**config.mk**
```make
export PLATFORM = sky130hd
export DESIGN_NAME = online_softmax_stats
export DESIGN_NICKNAME = d
export VERILOG_FILES = /design/src/rtl/online_softmax_stats.sv
export SDC_FILE = /design/constraint.sdc
export NUM_CORES = 2
export LEC_CHECK = 0
export CORE_MARGIN = 5
export CORE_UTILIZATION = 60
export CTS_CLUSTER_SIZE = 12
export DETAILED_ROUTE_END_ITERATION = 8
export GPL_TIMING_DRIVEN = 0
export MAX_ROUTING_LAYER = met4
export PLACE_DENSITY = 0.85
export SLEW_MARGIN = 10
export SYNTH_ARGS = -nofsm -noshare
export SYNTH_HDL_FRONTEND = slang
export SYNTH_SLANG_ARGS = --single-unit
```
**constraint.sdc**
```tcl
create_clock -name I_CLK -period 81.7 [get_ports I_CLK]
set_input_delay 16.34 -clock I_CLK [delete_from_list [all_inputs] [get_ports I_CLK]]
set_output_delay 16.34 -clock I_CLK [all_outputs]
set_load 0.02 [all_outputs]
```
**src/rtl/online_softmax_stats.sv**
```systemverilog
// online_softmax_stats
//   Streaming row statistics for a base-2 softmax. Rows arrive as chunks of
//   NUM signed fixed-point lanes; the block keeps the running row maximum m
//   and the running sum l = sum 2^(x - m). When a chunk raises the maximum,
//   the old sum is rescaled by 2^(m_old - m_new) before the new lanes are added.
//   Chunk flow: IDLE (accept) -> MAX -> RESCALE -> ACC (NUM cycles) -> DONE.
//
// Ports
//   I_CLK, I_RST         clock, asynchronous active-high reset
//   I_VLD / O_RDY        chunk handshake (O_RDY high only in IDLE)
//   I_FIRST, I_LAST      row delimiters, latched with the chunk
//   I_DATA[0:NUM-1]      chunk lanes, signed Q(D_W-FRAC).FRAC
//   O_X_MAX, O_EXP_SUM   registered statistics, updated on entry to DONE
//   O_CHUNK_DONE, O_VLD  one-cycle pulses: chunk folded in / row final

module online_softmax_stats #(
    parameter int D_W   = 16,
    parameter int FRAC  = 8,
    parameter int NUM   = 16,
    parameter int SUM_W = 24
) (
    input  logic                    I_CLK,
    input  logic                    I_RST,
    input  logic                    I_VLD,
    output logic                    O_RDY,
    input  logic                    I_FIRST,
    input  logic                    I_LAST,
    input  logic signed [D_W-1:0]   I_DATA [0:NUM-1],
    output logic signed [D_W-1:0]   O_X_MAX,
    output logic [SUM_W-1:0]        O_EXP_SUM,
    output logic                    O_CHUNK_DONE,
    output logic                    O_VLD
);

    localparam int CW = $clog2(NUM);

    typedef enum logic [2:0] {
        S_IDLE,
        S_MAX,
        S_RESCALE,
        S_ACC,
        S_DONE
    } state_t;

    localparam logic signed [D_W-1:0] M_NEG = {1'b1, {(D_W-1){1'b0}}};
    localparam logic [SUM_W-1:0]      L_SAT = '1;
    localparam logic [FRAC:0]         E_ONE = {1'b1, {FRAC{1'b0}}};
    localparam logic [D_W:0]          N_MAX = (D_W+1)'(FRAC);
    localparam logic [CW-1:0]         CNT_LAST = CW'(NUM - 1);

    // Difference in D_W+1 bits so that even max - min cannot overflow.
    function automatic logic signed [D_W:0] sdiff(input logic signed [D_W-1:0] a,
                                                   input logic signed [D_W-1:0] b);
        logic signed [D_W:0] ae;
        logic signed [D_W:0] be;
        ae = {a[D_W-1], a};
        be = {b[D_W-1], b};
        return ae - be;
    endfunction

    // Approximate 2^d for d <= 0: integer part becomes a right shift, the
    // fractional part uses the linear fit 2^-f ~= 1 - f/2.
    function automatic logic [FRAC:0] exp2_neg(input logic signed [D_W:0] d);
        logic [D_W:0]  y;
        logic [D_W:0]  n;
        logic [FRAC:0] f_half;
        logic [FRAC:0] base;
        y      = -d;
        n      = y >> FRAC;
        f_half = {1'b0, y[FRAC-1:0]} >> 1;
        base   = E_ONE - f_half;
        if (n > N_MAX) return '0;
        return base >> n;
    endfunction

    state_t                 state;
    state_t                 state_nx;
    logic signed [D_W-1:0]  data_q [NUM];
    logic                   first_q;
    logic                   last_q;
    logic signed [D_W-1:0]  m_q;
    logic signed [D_W-1:0]  m_prev_q;
    logic [SUM_W-1:0]       l_q;
    logic [CW-1:0]          cnt_q;

    logic signed [D_W-1:0]  lane_max;
    logic signed [D_W-1:0]  m_old;
    logic signed [D_W-1:0]  m_new;
    logic [FRAC:0]          e_res;
    logic [SUM_W+FRAC:0]    prod;
    logic [SUM_W+FRAC:0]    prod_sh;
    logic [SUM_W-1:0]       l_res;
    logic signed [D_W-1:0]  x_cur;
    logic [FRAC:0]          e_acc;
    logic [SUM_W:0]         acc;
    logic [SUM_W-1:0]       l_acc;

    assign O_RDY = (state == S_IDLE);

    // Reduction over the latched lanes, then merged with the running max.
    always_comb begin
        lane_max = data_q[0];
        for (int i = 1; i < NUM; i++) begin
            if (data_q[i] > lane_max) lane_max = data_q[i];
        end
    end

    assign m_old = first_q ? M_NEG : m_q;
    assign m_new = (lane_max > m_old) ? lane_max : m_old;

    // Rescale: m_prev_q/m_q hold old and new maxima after S_MAX. The shifted
    // product never exceeds l_q since E <= 1.0, but clamp anyway.
    assign e_res   = exp2_neg(sdiff(m_prev_q, m_q));
    assign prod    = {{(FRAC+1){1'b0}}, l_q} * {{SUM_W{1'b0}}, e_res};
    assign prod_sh = prod >> FRAC;
    assign l_res   = (|prod_sh[SUM_W+FRAC:SUM_W]) ? L_SAT : prod_sh[SUM_W-1:0];

    // Accumulate one lane per cycle; the carry bit signals saturation.
    assign x_cur = data_q[cnt_q];
    assign e_acc = exp2_neg(sdiff(x_cur, m_q));
    assign acc   = {1'b0, l_q} + {{(SUM_W-FRAC){1'b0}}, e_acc};
    assign l_acc = acc[SUM_W] ? L_SAT : acc[SUM_W-1:0];

    always_ff @(posedge I_CLK or posedge I_RST) begin
        if (I_RST) state <= S_IDLE;
        else       state <= state_nx;
    end

    always_comb begin
        state_nx = state;
        case (state)
            S_IDLE:    if (I_VLD) state_nx = S_MAX;
            S_MAX:     state_nx = S_RESCALE;
            S_RESCALE: state_nx = S_ACC;
            S_ACC:     if (cnt_q == CNT_LAST) state_nx = S_DONE;
            S_DONE:    state_nx = S_IDLE;
            default:   state_nx = S_IDLE;
        endcase
    end

    always_ff @(posedge I_CLK or posedge I_RST) begin
        if (I_RST) begin
            for (int i = 0; i < NUM; i++) data_q[i] <= '0;
            first_q      <= 1'b0;
            last_q       <= 1'b0;
            m_q          <= '0;
            m_prev_q     <= '0;
            l_q          <= '0;
            cnt_q        <= '0;
            O_X_MAX      <= '0;
            O_EXP_SUM    <= '0;
            O_CHUNK_DONE <= 1'b0;
            O_VLD        <= 1'b0;
        end else begin
            O_CHUNK_DONE <= 1'b0;
            O_VLD        <= 1'b0;
            case (state)
                S_IDLE: begin
                    if (I_VLD) begin
                        for (int i = 0; i < NUM; i++) data_q[i] <= I_DATA[i];
                        first_q <= I_FIRST;
                        last_q  <= I_LAST;
                    end
                end
                S_MAX: begin
                    m_prev_q <= m_old;
                    m_q      <= m_new;
                end
                S_RESCALE: begin
                    l_q   <= first_q ? '0 : l_res;
                    cnt_q <= '0;
                end
                S_ACC: begin
                    l_q <= l_acc;
                    if (cnt_q == CNT_LAST) begin
                        cnt_q        <= '0;
                        // Outputs publish on entry to S_DONE so the pulses
                        // and the new statistics appear together.
                        O_X_MAX      <= m_q;
                        O_EXP_SUM    <= l_acc;
                        O_CHUNK_DONE <= 1'b1;
                        O_VLD        <= last_q;
                    end else begin
                        cnt_q <= cnt_q + 1'b1;
                    end
                end
                default: ;
            endcase
        end
    end

endmodule

```
==> results_dict.tcl <==
set metrics [dict create \
    cts_max_level 2 \
    clock_skew_ns 0.01921 \
    place_congestion 1.003 \
    synth_ff_type "dfrtp_1" \
    grt_pass1_vias 30620 \
    synth_area_per_cell_sq_um 9.140 \
    syn_area_sq_mm 0.03483 \
    crit_type "reg2reg" \
    start_kind "flip-flop" \
    core_area_sq_mm 0.05759 \
    vias_per_cell 6.332 \
    grt_overflow_total 0 \
    antenna_found_initial 2 \
    hold_violations 0 \
    critPathSlowestCell "nor3_1" \
    num_vias 31400 \
    wl_um 113200 \
    dr.pass1.iters 6 \
    post_drt_wl_per_cell_um 22.83 \
    clock_sinks 363 \
    max_stage_delay_ns 0.83 \
    crit_arrival_ns 49.71 \
    synth_cells 3811 \
    max_freq_ghz 0.02029 \
    period_needed_ns 49.28 \
    async_flop_share 1.000 \
    areaGrowthSynthToFinish_pct 15.82 \
    crit_path_end_kind "flip-flop" \
    cts_hold_buffers 0 \
    cts_resized 0 \
    slew-limit-headroom 0.1183 \
    drive_gt1_frac 0.1109 \
    grt_first_pass_wirelength_um 174400 \
    ant_nets 0 \
    fp-row-count 88 \
    seqCellArea_sq_mm 0.009084 \
    ys.warnings.count 0 \
    design.die.area_sq_mm 0.06297 \
    cp_common_cell "a21oi_1" \
    tritoncts "yes" \
    ys_ff_latch 363 \
    ctsRootBufferMaster "clkbuf_16" \
    drv_slew 0 \
    fp.dieW_um 250.9 \
    holdCritPathClass "reg2reg" \
    synth_nets 4550 \
    drt_iter0_drc 3160 \
    grt_util_all_layers 0.3619 \
    synth_most_common_cell "nand2_1" \
    grt_max_degree 115 \
    fill_cells 4426 \
    die_h_um 250.9 \
    worstPathMaxFanout 10 \
    multi_input_area_sq_mm 0.02355 \
    finalSetupViolCount 0 \
    synth.distinct_cells 101 \
    dp_hpwl_um 91520 \
    cts.clk_slew.worst_paths_ns 0.06 \
    worst_pin_slew_ns 1.320 \
    clk_path_buf_depth 3 \
    initial_core_util 0.6049 \
    seq_area_frac_synth 0.2608 \
    synth_edf_count 0 \
    io_buffers 303 \
    status "finished, final reports clean" \
    synth_area_leaders "dfrtp_1 26%, ha_1 12%, fa_1 9.0%" \
    synth_top_area_share 0.2608 \
    crit_required_ns 82.13 \
    synth.largest_area_cell "dfrtp_1" \
    drcViolationCount 0 \
    tns_ns 0 \
    cts_buffers 42 \
    clk_latency_ns 0.60 \
    pin_count 304 \
    final_nets 4900 \
    synthTopCellsByCount "484 x nand2_1, 396 x inv_1, 363 x dfrtp_1, 321 x ha_1, 260 x mux2_2" \
    drv_cap 0 \
    timing.final.crit_share 0.6032 \
    cts_setup_buffers 0 \
    grt_setup_unrepaired "false" \
]
## kinds of logic (layout without fill, tap and decap cells)
family,Yosys count,in the layout,synth area share
DFF,363,363,0.2608
and+or+nand+nor,1096,1096,0.1467
buffers and inverters,582,963,0.06304
xor gates and xnor gates,101,101,0.02540
muxes,399,399,0.1535
adders and majority gates,480,480,0.2061
other,0,1,0
AOI/OAI and AO/OA,790,790,0.1444
## per-layer routing
layer | global-route usage | part of all wire | up-vias
met5 | - | 0 | -
met4 | 0.1531 | 0.054 | 0
met3 | 0.07232 | 0.10 | 368
met2 | 0.5592 | 0.45 | 1755
met1 | 0.4697 | 0.39 | 15250
li1 | - | - | 14030
## placed cells by master (no fill, tap or decap), types with 9 or more instances in the layout
master	instances
nand3_1	49
and2_1	79
clkdlybuf4s50_1	303
clkbuf_1	162
a21oi_1	197
nand2_1	484
nand2b_1	58
a221o_1	15
clkbuf_16	43
o21bai_1	33
fa_1	157
and3_1	25
buf_1	23
and4_1	11
dfrtp_1	363
nor3_1	47
nor2b_1	38
inv_1	395
mux2i_1	53
o211ai_1	13
a31oi_1	51
mux4_2	80
a21o_1	70
o21ai_1	17
o21ai_0	233
xnor2_1	68
a211oi_1	21
o21a_1	10
nor2_1	200
nand4_1	45
mux2_2	260
or3_1	13
o22ai_1	22
ha_1	321
xor2_1	33
or2_2	9
## worst paths after layout
kind | start | to | slack [ns] | depth (start not counted)
min in group asynchronous | I_RST | data_q[181]$_DFFE_PP0P_ | 16.22 | 2
max in group asynchronous | I_RST | data_q[14]$_DFFE_PP0P_ | 64.04 | 4
min | O_X_MAX[10]$_DFFE_PP0P_ | O_X_MAX[10]$_DFFE_PP0P_ | 0.48 | 2
min reg2reg | O_X_MAX[10]$_DFFE_PP0P_ | O_X_MAX[10]$_DFFE_PP0P_ | 0.48 | 2
max reg2reg | data_q[239]$_DFFE_PP0P_ | m_q[8]$_DFFE_PP0P_ | 32.42 | 222
max | data_q[239]$_DFFE_PP0P_ | m_q[8]$_DFFE_PP0P_ | 32.42 | 222
## cell type report
cell class | count | share of cell area
flip-flops and latches | 363 | 0.2252
multi-input cells | 2866 | 0.5838
diodes | 1 | 0.00006203
clock buffers | 58 | 0.03005
well taps | 765 | 0.02372
repair buffers | 306 | 0.07722
plain buffers | 183 | 0.01734
inverters | 399 | 0.03731
clock inverters | 17 | 0.005334
## metrics by stage
stage | std cells | worst slack (ns) | cell area (sq um) | hold WS [ns] | utilization
after floorplan | 3811 | 42.89 | 34830 | 0.4498 | -
after detailed placement | 4882 | 34.07 | 38910 | 0.4676 | 0.6758
after global routing | 4958 | 28.79 | 40340 | 0.5062 | 0.7006
after global placement | 4879 | 34.57 | 38820 | 0.4621 | 0.6742
final | 4958 | 32.42 | 40340 | 0.4805 | 0.7006
after CTS | 4957 | 33.80 | 40340 | 0.4820 | 0.7005
## critical path: cells and delay by family, from the launching register on
kind                     cells  cell delay (ns)
AO/OA/AOI/OAI              111            21.99
adder cells (fa/ha/maj)     16             4.65
buffers and inverters       32             9.74
flip-flops                   1             0.43
multiplexers                 7             2.79
AND/OR/NAND/NOR             56             9.45
## registers in the layout, summed over array words and instances (netlist names)
register	cells
O_CHUNK_DONE	1
O_EXP_SUM	24
O_VLD	1
O_X_MAX	16
cnt_q	4
data_q	256
first_q	1
l_q	24
last_q	1
m_prev_q	16
m_q	16
state	3
Power is not shown: default switching activity piles up to over one toggle a cycle in this logic, so the estimate is an artifact.
